--- src/rtl/demux32_reg.sv ---
// ============================================================================
// demux32_reg: steers a valid/ready word stream into one of two registered
// single-slot outputs and counts completed output handshakes per destination.
// Revision: 1.0
// ============================================================================
`default_nettype none

module demux32_reg #(
  parameter int WIDTH = 32,
  parameter int CNT_W = 16
) (
  input  logic             clk,
  input  logic             rst,
  input  logic [WIDTH-1:0] in_data,
  input  logic             in_sel,
  input  logic             in_valid,
  output logic             in_ready,
  output logic [WIDTH-1:0] out0_data,
  output logic             out0_valid,
  input  logic             out0_ready,
  output logic [WIDTH-1:0] out1_data,
  output logic             out1_valid,
  input  logic             out1_ready,
  output logic [CNT_W-1:0] cnt0,
  output logic [CNT_W-1:0] cnt1
);

  localparam int c_NDEST = 2;

  logic [c_NDEST-1:0] w_out_ready;
  logic [c_NDEST-1:0] w_slot_free;
  logic [c_NDEST-1:0] w_pop;
  logic [c_NDEST-1:0] w_load;
  logic               w_accept;

  logic [c_NDEST-1:0] valid_q;
  logic [WIDTH-1:0]   data_q [c_NDEST];
  logic [CNT_W-1:0]   cnt_q  [c_NDEST];

  assign w_out_ready = {out1_ready, out0_ready};

  // A slot can take a word if it is empty or being drained this same cycle.
  assign w_slot_free = ~valid_q | w_out_ready;
  assign in_ready    = in_sel ? w_slot_free[1] : w_slot_free[0];
  assign w_accept    = in_valid & in_ready;

  generate
    for (genvar n = 0; n < c_NDEST; n++) begin : g_dest
      localparam logic c_SEL = 1'(n);

      logic             valid_d;
      logic [WIDTH-1:0] data_d;
      logic [CNT_W-1:0] cnt_d;

      assign w_pop[n]  = valid_q[n] & w_out_ready[n];
      assign w_load[n] = w_accept & (in_sel == c_SEL);

      always_comb begin
        valid_d = valid_q[n];
        data_d  = data_q[n];
        cnt_d   = cnt_q[n];
        if (w_pop[n]) begin
          cnt_d   = cnt_q[n] + CNT_W'(1);
          valid_d = 1'b0;
        end
        if (w_load[n]) begin
          valid_d = 1'b1;
          data_d  = in_data;
        end
      end

      always_ff @(posedge clk) begin
        if (rst) begin
          valid_q[n] <= 1'b0;
          data_q[n]  <= '0;
          cnt_q[n]   <= '0;
        end else begin
          valid_q[n] <= valid_d;
          data_q[n]  <= data_d;
          cnt_q[n]   <= cnt_d;
        end
      end
    end
  endgenerate

  assign out0_valid = valid_q[0];
  assign out1_valid = valid_q[1];
  assign out0_data  = data_q[0];
  assign out1_data  = data_q[1];
  assign cnt0       = cnt_q[0];
  assign cnt1       = cnt_q[1];

endmodule

`default_nettype wire

--- config.mk ---
export PLATFORM = sky130hd
export DESIGN_NAME = demux32_reg
export DESIGN_NICKNAME = d
export VERILOG_FILES = /design/src/rtl/demux32_reg.sv
export SDC_FILE = /design/constraint.sdc
export NUM_CORES = 1
export LEC_CHECK = 0
export CAP_MARGIN = 5
export CELL_PAD_IN_SITES_DETAIL_PLACEMENT = 0
export CELL_PAD_IN_SITES_GLOBAL_PLACEMENT = 1
export CORE_MARGIN = 1.5
export CORE_UTILIZATION = 34
export CTS_CLUSTER_SIZE = 14
export DETAILED_ROUTE_END_ITERATION = 8
export PLACE_DENSITY_LB_ADDON = 0.2
export SLEW_MARGIN = 25
export SYNTH_ARGS = -nofsm -noshare
export SYNTH_HDL_FRONTEND = slang
export SYNTH_SLANG_ARGS = --single-unit
--- constraint.sdc ---
create_clock -name clk -period 4.06 [get_ports clk]
set_input_delay 0.812 -clock clk [delete_from_list [all_inputs] [get_ports clk]]
set_output_delay 0.812 -clock clk [all_outputs]
set_load 0.01 [all_outputs]
Yosys cells after proc, flatten, opt, wreduce, memory -nomap -nowiden
Memories as Yosys holds them, arrays and structs flattened.
Index checks and enable logic that the tools add are counted.
W data, S select, Z words.

word-level totals
  flip-flop bits (word level) = 2
  bits in writable memories = 96
  input bits = 38
  word-level logic and storage cells = 36
  memories = 2

cells by class
  add/subtract/negate cells = 2
  mux-type cells = 16
  bitwise logic cells = 12
  reduce and logical (&&, ||, !) cells = 2

memory list
  memory  words  bits a word  read ports  clocked after Yosys merged registers in  wr ports  line  text
  data_q  2      32           2           0                                        2         37    logic [WIDTH-1:0] data_q [c_NDEST];
  cnt_q   2      16           2           0                                        2         38    logic [CNT_W-1:0] cnt_q [c_NDEST];

operator list
  operator                 count
  $mux W32                 4
  $mux W16                 4
  $add A16 B1 Y16 const B  2
  $mux W1                  8
  $and A1 B1 Y1            5
  $or A1 B1 Y1             4
  $reduce_bool A2 Y1       2
  $not A2 Y2               1
  $or A2 B2 Y2             1
  $not A1 Y1               1

Longest topological paths before layout
Gate-level depths: netlist of the first run.

  word-level depth = 7
  gate-level depth with buffers = 6

Least setup slack after synthesis of the first run
OpenSTA, ideal clock, no wires.

  path kind = input-to-output
  from = input out1_ready
  to = output in_ready
  arrival = 1.265 ns
  path slack = 1.983 ns
  cell stages on the path = 2
  buffers on the path = 0
  cell sequence = nand2b_1 > mux2_2

between the ends
  word-level cells in the longest chain between the ends = 2

ends and longest elaborated chain
  element       line  text
  from (decl)   23    input logic out1_ready,
  $or A2 B2 Y2  43    assign w_slot_free = ~valid_q | w_out_ready;
  $mux W1       44    assign in_ready = in_sel ? w_slot_free[1] : w_slot_free[0];
  to (decl)     17    output logic in_ready,

No other way between the ends.

Worst setup path after layout of the first run
Ends and elaborated chain as after synthesis.

==> reports/metrics.csv, run 1 <==
metric,value,unit
status,"finished, final reports clean",
crit_end,in_ready,
slew_headroom,0.512,
cp_cell_sequence,clkdlybuf4s50_1 -> nand2b_1 -> mux2_2 -> clkdlybuf4s50_1,
pin_count,137,
cts_resized,0,
tritoncts,done,
synth_area,0.00371,mm^2
fin_crit,3.16,ns
grt_pass1_vias,3239,
critPathMaxStageDelay,0.51,ns
antenna_found_initial,0,
htree_levels,3,
clock_sinks,98,
syn_nets,497,
antenna_left,0,
avgSynthCellArea,8.12,um^2
endpoint_kind,output port,
synth_flop_cell,dfxtp_1,
grt_max_degree,69,
yosys.area.top_type,dfxtp_1,
io_buffers,136,
drc,0,
cp_common_cell,clkdlybuf4s50_1,
cts-root-buf,clkbuf_8,
synthTopCellsByCount,"nand2_1, dfxtp_1, a21oi_1, clkbuf_1, nor2_1",
hold_class,reg -> reg,
diodes,0,
cts.hold.buffers_added,0,
detailroute.via_count,3485,
routed_wl,10.1,mm
r2r_start,cnt_q[1][3],
setup.worst_path.start,out1_ready,
max_slew.worst_pin.slew,0.732,ns
rows,37,
crit_path_start_kind,input port,
reg2reg_to,cnt_q[1][13],
synth.most_common_cell,nand2_1,
fp.dieArea,0.0115,mm^2
drt-initial-drc-count,138,
worst-r2r-cell-count,4,
setup_viol,0,
place_hpwl,6.80,mm
yosysSeqAreaShare,0.529,
cts_buffers,9,
worstSkewPairLatency,0.35,ns
synth_edf_count,0,
slew_violations,0,
ys_top_cells_by_area,"dfxtp_1, nand2_1, a21oi_1",
routedWlPerCell,13.9,um
fmax,0.317,GHz
stdcell_count,726,
yosys_warnings,0,
clk_pin_slew,0.09,ns
setup_tns,0,ns
die_h,107,um
p_leak,1.84,nW
synth.ff_latch_count,98,
hold_viol,0,
core_area,0.0105,mm^2
vias_per_cell,4.80,
reg2reg_slack,2.28,ns
synthArstFlopShare,0,
post-route-period-util,0.777,
grt_usage,0.178,
fillCellCount,1045,
grt_setup_unrepaired,no,
multi_input_area,0.00163,mm^2
ir_drop,214,uV
post-route-util,0.515,
arrival,2.34,ns
area_growth,45.4,%
crit_fanout,7,
clockBufferDepth,2,
yosysUniqueCellTypes,30,
synth_top_cell_area_share,0.529,
synth_cells,457,
first_pass_iters,5,
place.gp.congestion,0.770,
nNetsFinal,625,
finalClockSkew,0.0124,ns
cap_violations,0,
grt_pass1_wl,16.3,mm
drive_gt1_frac,0.0508,
critical_path_required,3.25,ns
overflow,0,
slowest_stage,clkdlybuf4s50_1,
seq_area,0.00196,mm^2
path_class,in -> out,
post_cts_buffers,0,
dpl.cell_count,710,
initial_core_util,0.354,
p_per_area,347,mW/mm^2
die_w,107,um
stage by stage:
| step | power (mW) | area (um^2) | hold slack, ns | setup WS [ns] |
|---|---|---|---|---|
| floorplan | 1.12 | 3710 | 0.481 | 1.98 |
| global placement | 1.24 | 5190 | 0.440 | 0.917 |
| detailed placement | 1.25 | 5190 | 0.446 | 0.912 |
| CTS | 1.89 | 5390 | 0.459 | 0.906 |
| global route | 1.96 | 5390 | 0.475 | 0.841 |
| finish | 1.87 | 5390 | 0.456 | 0.904 |
sequential cells by signal, summed over array words and instances (netlist names):
| signal | cells |
|---|---|
| data_q | 64 |
| cnt_q | 32 |
| out0_valid | 1 |
| out1_valid | 1 |
logic make-up (layout without fill, tap and decap cells):
| group | Yosys count | count (layout) | synth area share |
|---|---|---|---|
| AOI/OAI and AO/OA | 84 | 84 | 0.116 |
| muxes | 2 | 2 | 0.00607 |
| xor gates and xnor gates | 21 | 21 | 0.0496 |
| and+or+nand+nor | 219 | 219 | 0.261 |
| adders and majority gates | 2 | 2 | 0.00675 |
| DFF | 98 | 98 | 0.529 |
| buffers and inverters | 31 | 164 | 0.0314 |
how the worst min path moves through the flow:
stage                        from       endpoint  slack (ns)  cells past startpoint
floorplan            data_q[0][0]   data_q[0][0]        0.48                      2
global placement     data_q[1][8]   data_q[1][8]        0.44                      2
detailed placement  data_q[0][20]  data_q[0][20]        0.45                      2
CTS                 data_q[0][20]  data_q[0][20]        0.46                      2
global route        data_q[0][20]  data_q[0][20]        0.48                      2
finish              data_q[0][20]  data_q[0][20]        0.46                      2
area by class of cell:
cell class	count	share of cell area
clock buffers	11	0.0262
clock inverters	5	0.0114
inverters	6	0.00418
multi-input cells	328	0.302
flip-flops and latches	98	0.364
well taps	136	0.0316
repair buffers	142	0.260
power by group:
part / total, mW / internal [mW] / switching [mW] / leakage (nW)
combinational: 0.210 / 0.108 / 0.102 / 0.935
clock: 0.648 / 0.306 / 0.342 / 0.104
sequential: 1.01 / 0.993 / 0.0191 / 0.797
critical path: cells and delay by family:
family,cells,cell delay [ns]
buffers and inverters,2,1.01
muxes,1,0.28
and+or+nand+nor,1,0.23
layout by cell type (no fill, tap or decap):
cell type and n:
o21ai_0 5, nand3_1 13, or4_4 1, or3_1 6, inv_1 6, buf_4 7, nand4_1 7, clkdlybuf4s50_1 135
and3_1 2, clkbuf_1 1, xnor2_1 15, nand4_2 3, ha_1 2, nand2b_1 2, or2_1 1, dfxtp_1 98
inv_6 1, clkinv_4 2, nand2_1 141, a21oi_1 76, nor2_1 23, and4_1 1, nand3b_1 1, nor3_1 8
or4_1 2, clkbuf_8 10, nor4_1 5, xor2_1 6, bufinv_16 1, and4_2 1, o31ai_1 2, clkinv_2 1
mux2_2 2, and3b_1 1, nor2b_1 1, a31o_2 1
routing by layer:
layer	GRT usage	vias to the layer above	wire, um
met4	0.0564	0	86
met1	0.237	1616	4570
li1	-	1775	-
met2	0.270	87	4620
met3	0.0636	7	815
met5	0	-	0
Power figures use the tool's default switching activity.
==> inputs of run 2 (changes only) <==
CORE_UTILIZATION = 31   (was 34)
clock period = 3.1 ns   (was 4.06 ns; I/O delays follow)
==> reports/metrics.csv, run 2 (same netlist as run 1, synthesis figures left out) <==
metric,value,unit
status,finished with violations,
violations,design-rule violations,
ir_drop,305,uV
routedWlPerCell,14.2,um
setup_viol,0,
diodes,0,
dp_slack,0.345,ns
drt-initial-drc-count,165,
p_leak,1.88,nW
core_area,0.0116,mm^2
fin_crit,2.76,ns
top_register,data_q,
most-common-layout-cells,"nand2_1, clkdlybuf4s50_1, dfxtp_1, a21oi_1, nor2_1",
path_class,in -> out,
design_area,0.00550,mm^2
fin_ws,0.344,ns
endpoint_kind,output port,
crit_path_start_kind,input port,
drc,7,
die_w,112,um
first_pass_iters,9,
post-route-period-util,0.889,
fmax,0.363,GHz
worstSkewPairLatency,0.34,ns
tritoncts,done,
worstHoldStart,data_q[0][11],
whs,0.455,ns
placed_area,0.00523,mm^2
grt_pass1_vias,3475,
drive_gt1_frac,0.0524,
place_hpwl,7.01,mm
vias_per_cell,4.82,
initial_core_util,0.321,
max_slew.worst_pin.slew,0.673,ns
cts_resized,0,
setup.worst_path.start,out1_ready,
p_total,2.65,mW
cts-root-buf,clkbuf_16,
rows,39,
pin_count,137,
area_growth,48.2,%
critical_path_required,2.48,ns
post_cts_buffers,0,
detailroute.via_count,3543,
routed_wl,10.4,mm
arrival,2.14,ns
hold-path-cell-count,2,
io_buffers,136,
slew_headroom,0.551,
crit_fanout,7,
grt_max_degree,62,
clk_pin_slew,0.07,ns
cts_buffers,9,
r2r_start,cnt_q[0][6],
hold_viol,0,
die_h,112,um
finalClockSkew,0.00753,ns
antenna_found_initial,0,
overflow,0,
nNetsFinal,627,
setup_tns,0,ns
mostFrequentLayoutCell,nand2_1,
cap_violations,0,
cts.hold.buffers_added,0,
hold_class,reg -> reg,
grt_pass1_wl,16.8,mm
worst-r2r-cell-count,4,
place.gp.congestion,0.772,
top_regs,"data_q x64, cnt_q x32",
grt_setup_unrepaired,no,
htree_levels,3,
fp.dieArea,0.0126,mm^2
clockBufferDepth,2,
grt_usage,0.168,
antenna_left,0,
p_per_area,482,mW/mm^2
slew_violations,0,
largest_reg_flops,64,
clock_sinks,98,
[run 2: cell count changes in the layout (fill, tap and decap cells not counted), sizes merged]
| cell | previous run | this run |
|---|---|---|
| clkbuf | 11 | 12 |
| clkinvlp | 0 | 1 |
| bufinv | 1 | 0 |
| clkinv | 3 | 2 |
| buf | 7 | 9 |
[run 2: final cells by class]
cell class / count / area (um^2)
Fill cell: 1131 / 6070
Sequential cell: 98 / 1960
Multi-Input combinational cell: 328 / 1630
Timing Repair Buffer: 144 / 1430
Clock buffer: 12 / 246
Tap cell: 143 / 179
Clock inverter: 4 / 26.3
Inverter: 6 / 22.5
[run 2: routing by layer]
layer / vias to the layer above / wire length [um] / global-route usage
met5: - / 0 / 0
met4: 0 / 134 / 0.0582
met3: 11 / 889 / 0.0697
met2: 100 / 4920 / 0.274
met1: 1657 / 4500 / 0.199
li1: 1775 / - / -
[run 2: path summary, 6_finish.rpt]
check	slack, ns	endpoint
hold reg to reg	0.45	data_q[0][11]
hold / removal	0.45	data_q[0][11]
setup / recovery	0.34	in_ready
setup reg to reg	1.33	cnt_q[0][15]
[run 2: where the power goes]
part / leakage (nW) / internal [mW] / switching (mW)
Sequential: 0.797 / 1.30 / 0.0253
Clock: 0.133 / 0.567 / 0.475
Combinational: 0.949 / 0.146 / 0.135
Total: 1.88 / 2.01 / 0.635
[run 2: worst max-delay path, stage by stage]
cell,delay (ns)
clkdlybuf4s50_1,0.50
nand2b_1,0.23
mux2_2,0.29
clkdlybuf4s50_1,0.49
[run 2: through the flow]
| stage | utilization | instances |
|---|---|---|
| final | 0.475 | 735 |
| after global routing | 0.475 | 735 |
| after CTS | 0.475 | 735 |
| after detailed placement | 0.452 | 719 |
| after global placement | 0.452 | 719 |
| after floorplan | - | 457 |
